### config.mk
export PLATFORM = sky130hd
export DESIGN_NAME = debug_frame_sched
export DESIGN_NICKNAME = d
export VERILOG_FILES = /design/src/rtl/debug_frame_sched_pkg.sv /design/src/rtl/debug_frame_sched_uart_tx.sv /design/src/rtl/debug_frame_sched.sv
export SDC_FILE = /design/constraint.sdc
export NUM_CORES = 1
export LEC_CHECK = 0
export ABC_CLOCK_PERIOD_IN_PS = 5900
export BUFFER_PORTS_ARGS = -buffer_cell sky130_fd_sc_hd__buf_2
export CAP_MARGIN = 5
export CORE_MARGIN = 3
export CORE_UTILIZATION = 47
export DETAILED_ROUTE_END_ITERATION = 6
export PLACE_DENSITY = 0.7
export SLEW_MARGIN = 20
export SYNTH_ARGS = -nofsm -noshare
export SYNTH_HDL_FRONTEND = slang
export SYNTH_SLANG_ARGS = --single-unit
### constraint.sdc
create_clock -name clk -period 5.9 [get_ports clk]
set_clock_uncertainty 0.2 [all_clocks]
set_input_delay 0.295 -clock clk [delete_from_list [all_inputs] [get_ports clk]]
set_output_delay 0.295 -clock clk [all_outputs]
set_load 0.005 [all_outputs]
### src/rtl/debug_frame_sched_pkg.sv
// Shared constants and state encoding for the debug frame scheduler.
package debug_frame_pkg;

  localparam logic [7:0] MAGIC1      = 8'hBE;
  localparam logic [7:0] MAGIC2      = 8'hEF;
  localparam logic [7:0] TYPE_SAMPLE = 8'h01;
  localparam logic [7:0] TYPE_EVENT  = 8'h02;

  // One state per byte slot of the outgoing frame.
  typedef enum logic [2:0] {
    IDLE,
    HDR1,
    HDR2,
    TYPE,
    PAY,
    CSUM
  } frame_state_e;

  typedef enum logic {
    SRC_SAMPLE = 1'b0,
    SRC_EVENT  = 1'b1
  } src_e;

endpackage

### src/rtl/debug_frame_sched_uart_tx.sv
// 8N1 UART transmitter; accepts a byte when idle (ack) and holds each bit div_i+2 cycles.
module uart_tx (
  input  logic        clk,
  input  logic        rst,
  input  logic [7:0]  data_i,
  input  logic        valid_i,
  output logic        ack_o,
  input  logic [15:0] div_i,
  output logic        tx_o
);

  logic        busy_q;
  logic [8:0]  shreg_q;
  logic [3:0]  bit_cnt_q;
  logic [15:0] tmr_q;
  logic        tx_q;

  assign ack_o = valid_i && !busy_q;
  assign tx_o  = tx_q;

  // bit_cnt_q counts the bits still to present after the current one (start..stop).
  always_ff @(posedge clk) begin
    if (rst) begin
      busy_q    <= 1'b0;
      shreg_q   <= '1;
      bit_cnt_q <= 4'd0;
      tmr_q     <= 16'd0;
      tx_q      <= 1'b1;
    end else if (!busy_q) begin
      if (valid_i) begin
        busy_q    <= 1'b1;
        shreg_q   <= {1'b1, data_i};
        bit_cnt_q <= 4'd9;
        tmr_q     <= div_i + 16'd1;
        tx_q      <= 1'b0;
      end
    end else if (tmr_q == 16'd0) begin
      if (bit_cnt_q == 4'd0) begin
        busy_q <= 1'b0;
      end else begin
        tx_q      <= shreg_q[0];
        shreg_q   <= {1'b1, shreg_q[8:1]};
        bit_cnt_q <= bit_cnt_q - 4'd1;
        tmr_q     <= div_i + 16'd1;
      end
    end else begin
      tmr_q <= tmr_q - 16'd1;
    end
  end

endmodule

### src/rtl/debug_frame_sched.sv
// Debug frame scheduler: round-robin between sample snapshots and events, framed over UART.
// Optional trailing XOR checksum byte is enabled by defining DEBUG_FRAME_CSUM_EN.
module debug_frame_sched
  import debug_frame_pkg::*;
#(
  parameter int W   = 16,
  parameter int NCH = 8,
  parameter int DIV = 12
) (
  input  logic             clk,
  input  logic             rst,
  input  logic             sample_strobe,
  input  logic [NCH*W-1:0] samples,
  input  logic             evt_valid,
  input  logic [7:0]       evt_code,
  output logic             evt_ready,
  output logic             tx_o,
  output logic             busy,
  output logic [7:0]       drop_cnt
);

  localparam int NB  = NCH * W / 8;
  localparam int BPC = W / 8;
  localparam int IW  = (NB > 1) ? $clog2(NB) : 1;

  frame_state_e     state_q, state_d;
  src_e             src_q, src_d;
  src_e             last_grant_q, last_grant_d;
  logic             samp_pend_q;
  logic             evt_pend_q;
  logic [NCH*W-1:0] snap_q;
  logic [7:0]       evt_code_q;
  logic [7:0]       drop_cnt_q;
  logic [IW-1:0]    pay_idx_q;
`ifdef DEBUG_FRAME_CSUM_EN
  logic [7:0]       csum_q;
`endif

  logic       tx_valid;
  logic [7:0] tx_byte;
  logic       tx_ack;
  logic       pay_last;
  logic [7:0] pay_byte;
  logic       samp_done;
  logic       evt_done;
  logic       samp_take;
  logic       samp_drop;
  logic [7:0] snap_bytes [NB];

  // Channel 0 first, each channel MSB byte first.
  for (genvar j = 0; j < NB; j++) begin : g_bytes
    assign snap_bytes[j] = snap_q[(j / BPC) * W + (BPC - 1 - (j % BPC)) * 8 +: 8];
  end

  assign pay_last = (src_q == SRC_SAMPLE) ? (pay_idx_q == IW'(NB - 1)) : (pay_idx_q == IW'(1));
  assign pay_byte = (src_q == SRC_SAMPLE) ? snap_bytes[pay_idx_q] :
                    ((pay_idx_q == IW'(0)) ? evt_code_q : drop_cnt_q);

  assign samp_done = (state_q == PAY) && (src_q == SRC_SAMPLE) && pay_last && tx_ack;
  assign evt_done  = (state_q == PAY) && (src_q == SRC_EVENT) && pay_last && tx_ack;
  assign samp_take = sample_strobe && (!samp_pend_q || samp_done);
  assign samp_drop = sample_strobe && samp_pend_q && !samp_done;

  assign evt_ready = !evt_pend_q;
  assign busy      = (state_q != IDLE);
  assign drop_cnt  = drop_cnt_q;

  always_ff @(posedge clk) begin
    if (rst) begin
      state_q      <= IDLE;
      src_q        <= SRC_EVENT;
      last_grant_q <= SRC_EVENT;
    end else begin
      state_q      <= state_d;
      src_q        <= src_d;
      last_grant_q <= last_grant_d;
    end
  end

  // last_grant only moves when both sources contend, so a lone source never steals the next turn.
  always_comb begin
    state_d      = state_q;
    src_d        = src_q;
    last_grant_d = last_grant_q;
    unique case (state_q)
      IDLE: begin
        if (samp_pend_q || evt_pend_q) begin
          state_d = HDR1;
          if (samp_pend_q && evt_pend_q) begin
            src_d        = (last_grant_q == SRC_EVENT) ? SRC_SAMPLE : SRC_EVENT;
            last_grant_d = src_d;
          end else begin
            src_d = samp_pend_q ? SRC_SAMPLE : SRC_EVENT;
          end
        end
      end
      HDR1: if (tx_ack) state_d = HDR2;
      HDR2: if (tx_ack) state_d = TYPE;
      TYPE: if (tx_ack) state_d = PAY;
      PAY: begin
        if (tx_ack && pay_last) begin
`ifdef DEBUG_FRAME_CSUM_EN
          state_d = CSUM;
`else
          state_d = IDLE;
`endif
        end
      end
      CSUM: if (tx_ack) state_d = IDLE;
      default: state_d = IDLE;
    endcase
  end

  always_comb begin
    tx_valid = 1'b0;
    tx_byte  = 8'h00;
    unique case (state_q)
      IDLE: ;
      HDR1: begin tx_valid = 1'b1; tx_byte = MAGIC1; end
      HDR2: begin tx_valid = 1'b1; tx_byte = MAGIC2; end
      TYPE: begin
        tx_valid = 1'b1;
        tx_byte  = (src_q == SRC_SAMPLE) ? TYPE_SAMPLE : TYPE_EVENT;
      end
      PAY:  begin tx_valid = 1'b1; tx_byte = pay_byte; end
      CSUM: begin
`ifdef DEBUG_FRAME_CSUM_EN
        tx_valid = 1'b1;
        tx_byte  = csum_q;
`endif
      end
      default: ;
    endcase
  end

  always_ff @(posedge clk) begin
    if (rst) begin
      samp_pend_q <= 1'b0;
      evt_pend_q  <= 1'b0;
      drop_cnt_q  <= 8'd0;
      pay_idx_q   <= '0;
    end else begin
      if (samp_take)     samp_pend_q <= 1'b1;
      else if (samp_done) samp_pend_q <= 1'b0;

      if (evt_valid && !evt_pend_q) evt_pend_q <= 1'b1;
      else if (evt_done)            evt_pend_q <= 1'b0;

      // The drop_cnt byte is the last event byte, so its ack doubles as the clear.
      if (evt_done)                           drop_cnt_q <= {7'b0, samp_drop};
      else if (samp_drop && drop_cnt_q != 8'hFF) drop_cnt_q <= drop_cnt_q + 8'd1;

      if (state_q != PAY) pay_idx_q <= '0;
      else if (tx_ack)    pay_idx_q <= pay_idx_q + IW'(1);
    end
  end

  always_ff @(posedge clk) begin
    if (samp_take) snap_q <= samples;
    if (evt_valid && !evt_pend_q) evt_code_q <= evt_code;
  end

`ifdef DEBUG_FRAME_CSUM_EN
  always_ff @(posedge clk) begin
    if (rst)                             csum_q <= 8'h00;
    else if (state_q == TYPE && tx_ack)  csum_q <= tx_byte;
    else if (state_q == PAY && tx_ack)   csum_q <= csum_q ^ tx_byte;
  end
`endif

  uart_tx u_uart_tx (
    .clk     (clk),
    .rst     (rst),
    .data_i  (tx_byte),
    .valid_i (tx_valid),
    .ack_o   (tx_ack),
    .div_i   (16'(DIV - 2)),
    .tx_o    (tx_o)
  );

endmodule

After elaboration in Yosys (flattened, before gate mapping)
Cells that the tools add are included.

Add/subtract/negate cells: 4. Order comparisons: 1. Equality and inequality tests: 18. Muxes and demuxes: 45. Bitwise logic cells: 2. Reductions and logical operators: 37.

Operators with widths (number): 16-bit 2-to-1 mux (4); 9-bit 2-to-1 mux (4); 8-bit binary-select mux with 4-bit select (1); 8-bit 2-to-1 mux (4); 8-bit case mux with 4 select lines (1); 1-bit 2-to-1 mux (19); 3-bit 2-to-1 mux (6); 3-bit case mux with 6 select lines (1); 16-bit zero test (1); 4-bit 2-to-1 mux (4); 16-bit by 1-bit subtractor with 16-bit output, second input constant (1); 1-bit logical AND (14); 2-bit inequality test, second input constant (7); 8-bit by 1-bit adder with 8-bit output, second input constant (1); 4-bit zero test (2); 8-bit inequality test, second input constant (1); 2-bit nonzero test (4); 3-bit by 2-bit equality test with 1-bit output, second input constant (2); 3-bit equality test, second input constant (2); 3-bit inequality test, second input constant (2); 3-bit AND reduction (2); 6-bit AND reduction (1); 5-bit >= comparator, second input constant (1); 4-bit NOT with 5-bit output (1); 15 further kinds (21).

Bits in registers: 186. Input port bits: 140. Output and inout bits: 11. Word-level logic and storage cells: 122.

Depth between registers and ports, before layout
Word-level depth: 10. Gate-level depth with buffers: 11.

Modules after synthesis
From an unflattened synthesis, not the netlist that was laid out.

Cell total of the unflattened synthesis: 591. Area total of the unflattened synthesis: 8275.4 µm².

Modules (own cells, without submodules): debug_frame_sched (instances 1, cells each 362, area an instance 6376.1 µm², seq. area each 4464.3 µm²); uart_tx (instances 1, cells each 229, area an instance 1899.3 µm², seq. area each 600.6 µm²).

Least setup slack after synthesis
OpenSTA, ideal clock, no wires.

Kind: register to register. Start: reg state_q[0]. End: reg snap_q[0], enable pin. Setup time: 0.502 ns. Arrival time: 4.431 ns. Data required time: 5.198 ns. Setup slack: 0.767 ns. Stages on the path, launching flop included: 5. Path buffers: 1. Period minus slack after synthesis: 5.133 ns. Cell sequence: dfxtp_1 -> buf_6 -> or4b_4 -> o41ai_4 -> and2_1.

Word-level cells in the longest chain between the ends: 7. Elaborated cells between the ends (all ways): 12. Those cells by class: 4 x eq/ne; 1 x mux; 7 x reduce/logical.

RTL lines: start, declared (line debug_frame_sched.sv:26) `frame_state_e state_q, state_d;`; start signal, assigned (line debug_frame_sched.sv:74) `state_q <= state_d;`; 3-bit equality test, or another cell as far along (line debug_frame_sched.sv:59, debug_frame_sched.sv:117); 4-bit OR reduction (no line); 1-bit 2-to-1 mux (line debug_frame_sched.sv:117) `unique case (state_q)`; 1-bit logical AND (line debug_frame_sched_uart_tx.sv:18) `assign ack_o = valid_i && !busy_q;`; 1-bit logical AND * (line debug_frame_sched.sv:59) `assign samp_done = (state_q == PAY) && (src_q == SRC_SAMPLE) && pay_last && tx_ack;`; 1-bit logical OR * (line debug_frame_sched.sv:61) `assign samp_take = sample_strobe && (!samp_pend_q || samp_done);`; 1-bit logical AND * (line debug_frame_sched.sv:61); named net samp_take (line debug_frame_sched.sv:46) `logic samp_take;`; end signal, assigned (line debug_frame_sched.sv:159) `if (samp_take) snap_q <= samples;`; end, declared (line debug_frame_sched.sv:31) `logic [NCH*W-1:0] snap_q;`.

Mark *: on every way through the listed nets, which the timed path passes. The rest lies on a longest branch. A chain may end at the register's enable or synchronous reset.

Worst setup path in the final report
Start: reg pay_idx_q[0]. End: reg snap_q[106], enable pin.

Word-level cells in the longest chain between the ends: 6. Elaborated cells between the ends (all ways): 7. Those cells by class: 2 x eq/ne; 1 x mux; 4 x reduce/logical.

RTL lines: start, declared (line debug_frame_sched.sv:34) `logic [IW-1:0] pay_idx_q;`; start signal, assigned (line debug_frame_sched.sv:154) `else if (tx_ack) pay_idx_q <= pay_idx_q + IW'(1);`; 4-bit equality test / 4-bit by 1-bit equality test with 1-bit output (equally long branches) (line debug_frame_sched.sv:55) `assign pay_last = (src_q == SRC_SAMPLE) ? (pay_idx_q == IW'(NB - 1)) : (pay_idx_q == IW'(1));`; 1-bit 2-to-1 mux * (line debug_frame_sched.sv:55); 1-bit logical AND * (2 in series) (line debug_frame_sched.sv:59); 1-bit logical OR * (line debug_frame_sched.sv:61); 1-bit logical AND * (line debug_frame_sched.sv:61); named net samp_take (line debug_frame_sched.sv:46).

Marks and branches as above.

==> results.ini <==
[run_status]
status = finished clean

[yosys]
async_reset_ff_share_pct = 0
synth_enable_flop_cells = 136
dominantRegCellSynth = sky130_fd_sc_hd__edfxtp_1
syn-instance-count = 552
yosysUniqueCellTypes = 58
synth-seq-cells = 185
syn_nets = 697
synth_area_leader_cell = sky130_fd_sc_hd__edfxtp_1
synth_sequential_area_ratio_pct = 64.6
ys_warnings = 0
synth.cell_area_um2 = 7840
yosys.area.top_type_share_pct = 52.1
yosys-top-cells-area = sky130_fd_sc_hd__edfxtp_1, sky130_fd_sc_hd__dfxtp_1, sky130_fd_sc_hd__mux4_2, sky130_fd_sc_hd__mux2i_1, sky130_fd_sc_hd__nor2_1
synth_area_per_cell_um2 = 14.2

[global_routing]
grt_overflow = 0
grt_pass1_wl_um = 31900
pin_count_of_the_biggest_net_entering_global_routing = 84
globalRouteTotalUtil_pct = 22.9
number_of_antenna_violations_at_the_first_check_in_global_routing = 3
first_global_vias = 6030

[placement]
port-buffer-count = 150
dp.cells = 895
detailedPlacementHpwl_um = 12100
gp_congestion = 0.871

[clocking]
clkSinkCount = 185
tritoncts_clock_tree = yes
total_setup_buffers_inserted_after_cts = 0
post_cts_resize_count = 0
cts.htree.levels = 4
cts_hold_buffers = 137
clk_root_buffer_cell = sky130_fd_sc_hd__clkbuf_16
max-clock-path-buffers = 2
clk-insertion-delay-late_ps = 440
cts_made_buffers = 17
worst_setup_hold_path_clk_slew_ps = 70

[layout]
final_common_cell = sky130_fd_sc_hd__buf_2
layoutNonFillerInstCount = 1068
mostFrequentLayoutCells = sky130_fd_sc_hd__buf_2, sky130_fd_sc_hd__dlygate4sd3_1, sky130_fd_sc_hd__edfxtp_1
filler_cell_count = 1136
finalNetCount = 980
syn_to_final_growth_pct = 36.9
final_layout_size_suffix_gt1_share_pct = 28.4

[critical_path]
critical_path.reg2reg.startpoint = pay_idx_q[0]$_SDFFE_PP0N_
cp_data_required_time_ps = 5810
cells_along_the_critical_path = buf_4, inv_1, o41ai_4, and2_4, buf_4
critical-path-top-delay-family = buffers and inverters
critPathMaxFanout = 83
setup.reg_to_reg.worst_slack_ps = 2160
worst-path-buf-inv = 3
critical-path-max-stage-delay_ps = 960
crit_path_frequent_cell = sky130_fd_sc_hd__buf_4
cp.depth = 5
worst_reg2reg_path_endpoint = snap_q[106]$_DFFE_PP_
ff_to_ff_path_depth = 5
crit_path_end = snap_q[106]$_DFFE_PP_
crit_type = flip-flop to flip-flop
critical-path-slowest-cell = sky130_fd_sc_hd__and2_4
setup.worst_path.start = pay_idx_q[0]$_SDFFE_PP0N_
critical_path.startpoint_type = flip-flop
worst_setup_path_end_kind = flip-flop
cp_data_arrival_time_ps = 3650

[detailed_routing]
wl_um = 20500
drtPass1Iterations = 5
drt_iter0_drc = 401
wire_per_inst_um = 19.2
avgViaCountPerCell = 5.45
via_count = 5822
detail_route.drc_violations = 0
ant_nets = 0

[sta]
fin_crit_sh_pct = 63.4
slew_headroom_pct = 27.5
count_of_endpoints_failing_hold_in_the_final_timing_report = 0
worst-slew-pin-transition_ps = 1090
drv_slew = 0
report.final.setup_viol = 0
setup_tns_ps = 0
grt_setup_unrepaired = false
finalCriticalPeriod_ps = 3740
timing.fmax_mhz = 267

[worst_hold_path]
hold_path.startpoint = sample_strobe
hold_path_depth = 3
worst_hold_path_type = input port to flip-flop

[floorplanning]
die-width_um = 135
floorplan.initialDensity_pct = 48.7
rows = 46
core_region_area_um2 = 16100
pin_count = 151
full_die_area_um2 = 18300
die_height_um = 135

[pwr]
p_int_mw = 2.54
netSwitchingPower_mw = 1.24
seq_power_share_pct = 44.9
worst_ir_drop_vdd_mv = 0.221
power_density_nw_per_um2 = 353
static-leakage-power_nw = 4.00
comb_power_share_pct = 25.9
clock_power_share_pct = 29.2
p_sw_share_pct = 32.8

[run]
cap_viol_max_count = 0

[Yosys cell counts, types with 10 or more instances]
library cell,instances
sky130_fd_sc_hd__o21ai_0,10
sky130_fd_sc_hd__nor3_1,23
sky130_fd_sc_hd__clkbuf_1,14
sky130_fd_sc_hd__mux2i_1,19
sky130_fd_sc_hd__nor2_1,41
sky130_fd_sc_hd__edfxtp_1,136
sky130_fd_sc_hd__dfxtp_1,49
sky130_fd_sc_hd__a21oi_1,16
sky130_fd_sc_hd__nor4_1,10
sky130_fd_sc_hd__nand2_1,39
sky130_fd_sc_hd__nand4_1,13
sky130_fd_sc_hd__mux4_2,32
sky130_fd_sc_hd__inv_1,15
sky130_fd_sc_hd__a31oi_1,10
[flip-flops by register name, indices dropped and copies added, names as in the netlist]
signal               flops
src_q                    1
u_uart_tx.shreg_q        8
last_grant_q             1
snap_q                 128
evt_pend_q               1
u_uart_tx.bit_cnt_q      4
drop_cnt                 8
pay_idx_q                4
u_uart_tx.busy_q         1
state_q                  3
samp_pend_q              1
u_uart_tx.tx_o           1
u_uart_tx.tmr_q         16
evt_code_q               8
[worst register-to-register path, delay by kind of cell, from the launching register on]
kind / cells / cell delay (ps)
flops: 1 / 320
simple gates: 1 / 960
buf+inv: 3 / 1280
compound gates: 1 / 670
[logic make-up after synthesis]
group                    share of synthesized area (%)
buffers and inverters                             2.44
AO/OA/AOI/OAI                                     6.01
AND/OR/NAND/NOR                                   12.3
XOR/XNOR                                          1.67
multiplexers                                      12.2
adder cells (fa/ha/maj)                          0.798
flip-flops                                        64.6
[per-stage QoR]
| step | utilization, % | worst slack [ps] | area [um2] | power [mW] | hold WS (ps) |
|---|---|---|---|---|---|
| 2_1_floorplan | - | 767 | 7840 | 2.42 | 194 |
| 3_3_place_gp | 54.5 | 2230 | 8780 | 2.57 | 244 |
| 3_5_place_dp | 54.5 | 2160 | 8790 | 2.62 | 248 |
| 4_1_cts | 66.6 | 2120 | 10700 | 3.78 | 37.5 |
| 5_1_grt | 66.6 | 1880 | 10700 | 3.98 | 70.8 |
| 6_report | 66.7 | 2160 | 10700 | 3.79 | 55.6 |
[area by class of cell]
| type | count | area, um2 | area share (%) |
|---|---|---|---|
| Inverter | 15 | 56.3 | 0.524 |
| Sequential cell | 185 | 5070 | 47.2 |
| Clock inverter | 15 | 149 | 1.39 |
| Timing Repair Buffer | 293 | 2170 | 20.2 |
| Tap cell | 216 | 270 | 2.52 |
| Antenna cell | 4 | 10.0 | 0.0932 |
| Multi-Input combinational cell | 323 | 2600 | 24.2 |
| Clock buffer | 17 | 425 | 3.96 |
[power groups by stage]
| stage | registers (mW) | clock network (mW) | logic (mW) |
|---|---|---|---|
| 6_report | 1.70 | 1.11 | 0.982 |
| 5_1_grt | 1.72 | 1.17 | 1.09 |
| 4_1_cts | 1.70 | 1.11 | 0.970 |
| 3_5_place_dp | 1.72 | 0 | 0.897 |
| 3_3_place_gp | 1.71 | 0 | 0.863 |
| 2_1_floorplan | 1.66 | 0 | 0.760 |
[per-layer routing]
| metal | GRT usage (%) | vias to the layer above | part of all wire (%) |
|---|---|---|---|
| met5 | 0 | - | 0 |
| met4 | 10.1 | 0 | 2.6 |
| met3 | 4.98 | 42 | 4.8 |
| met2 | 39.8 | 208 | 54 |
| met1 | 27.6 | 2862 | 39 |
| li1 | - | 2710 | - |
[worst min-delay path by stage]
stage	to	slack, ps
floorplan	evt_code_q[0]$_DFFE_PP_	190
global route	samp_pend_q$_SDFFE_PP0P_	70
global placement	u_uart_tx.tx_o$_SDFFE_PP1P_	240
CTS	samp_pend_q$_SDFFE_PP0P_	40
detailed placement	u_uart_tx.tx_o$_SDFFE_PP1P_	250
finish	samp_pend_q$_SDFFE_PP0P_	60
Power figures use the tool's default switching activity.
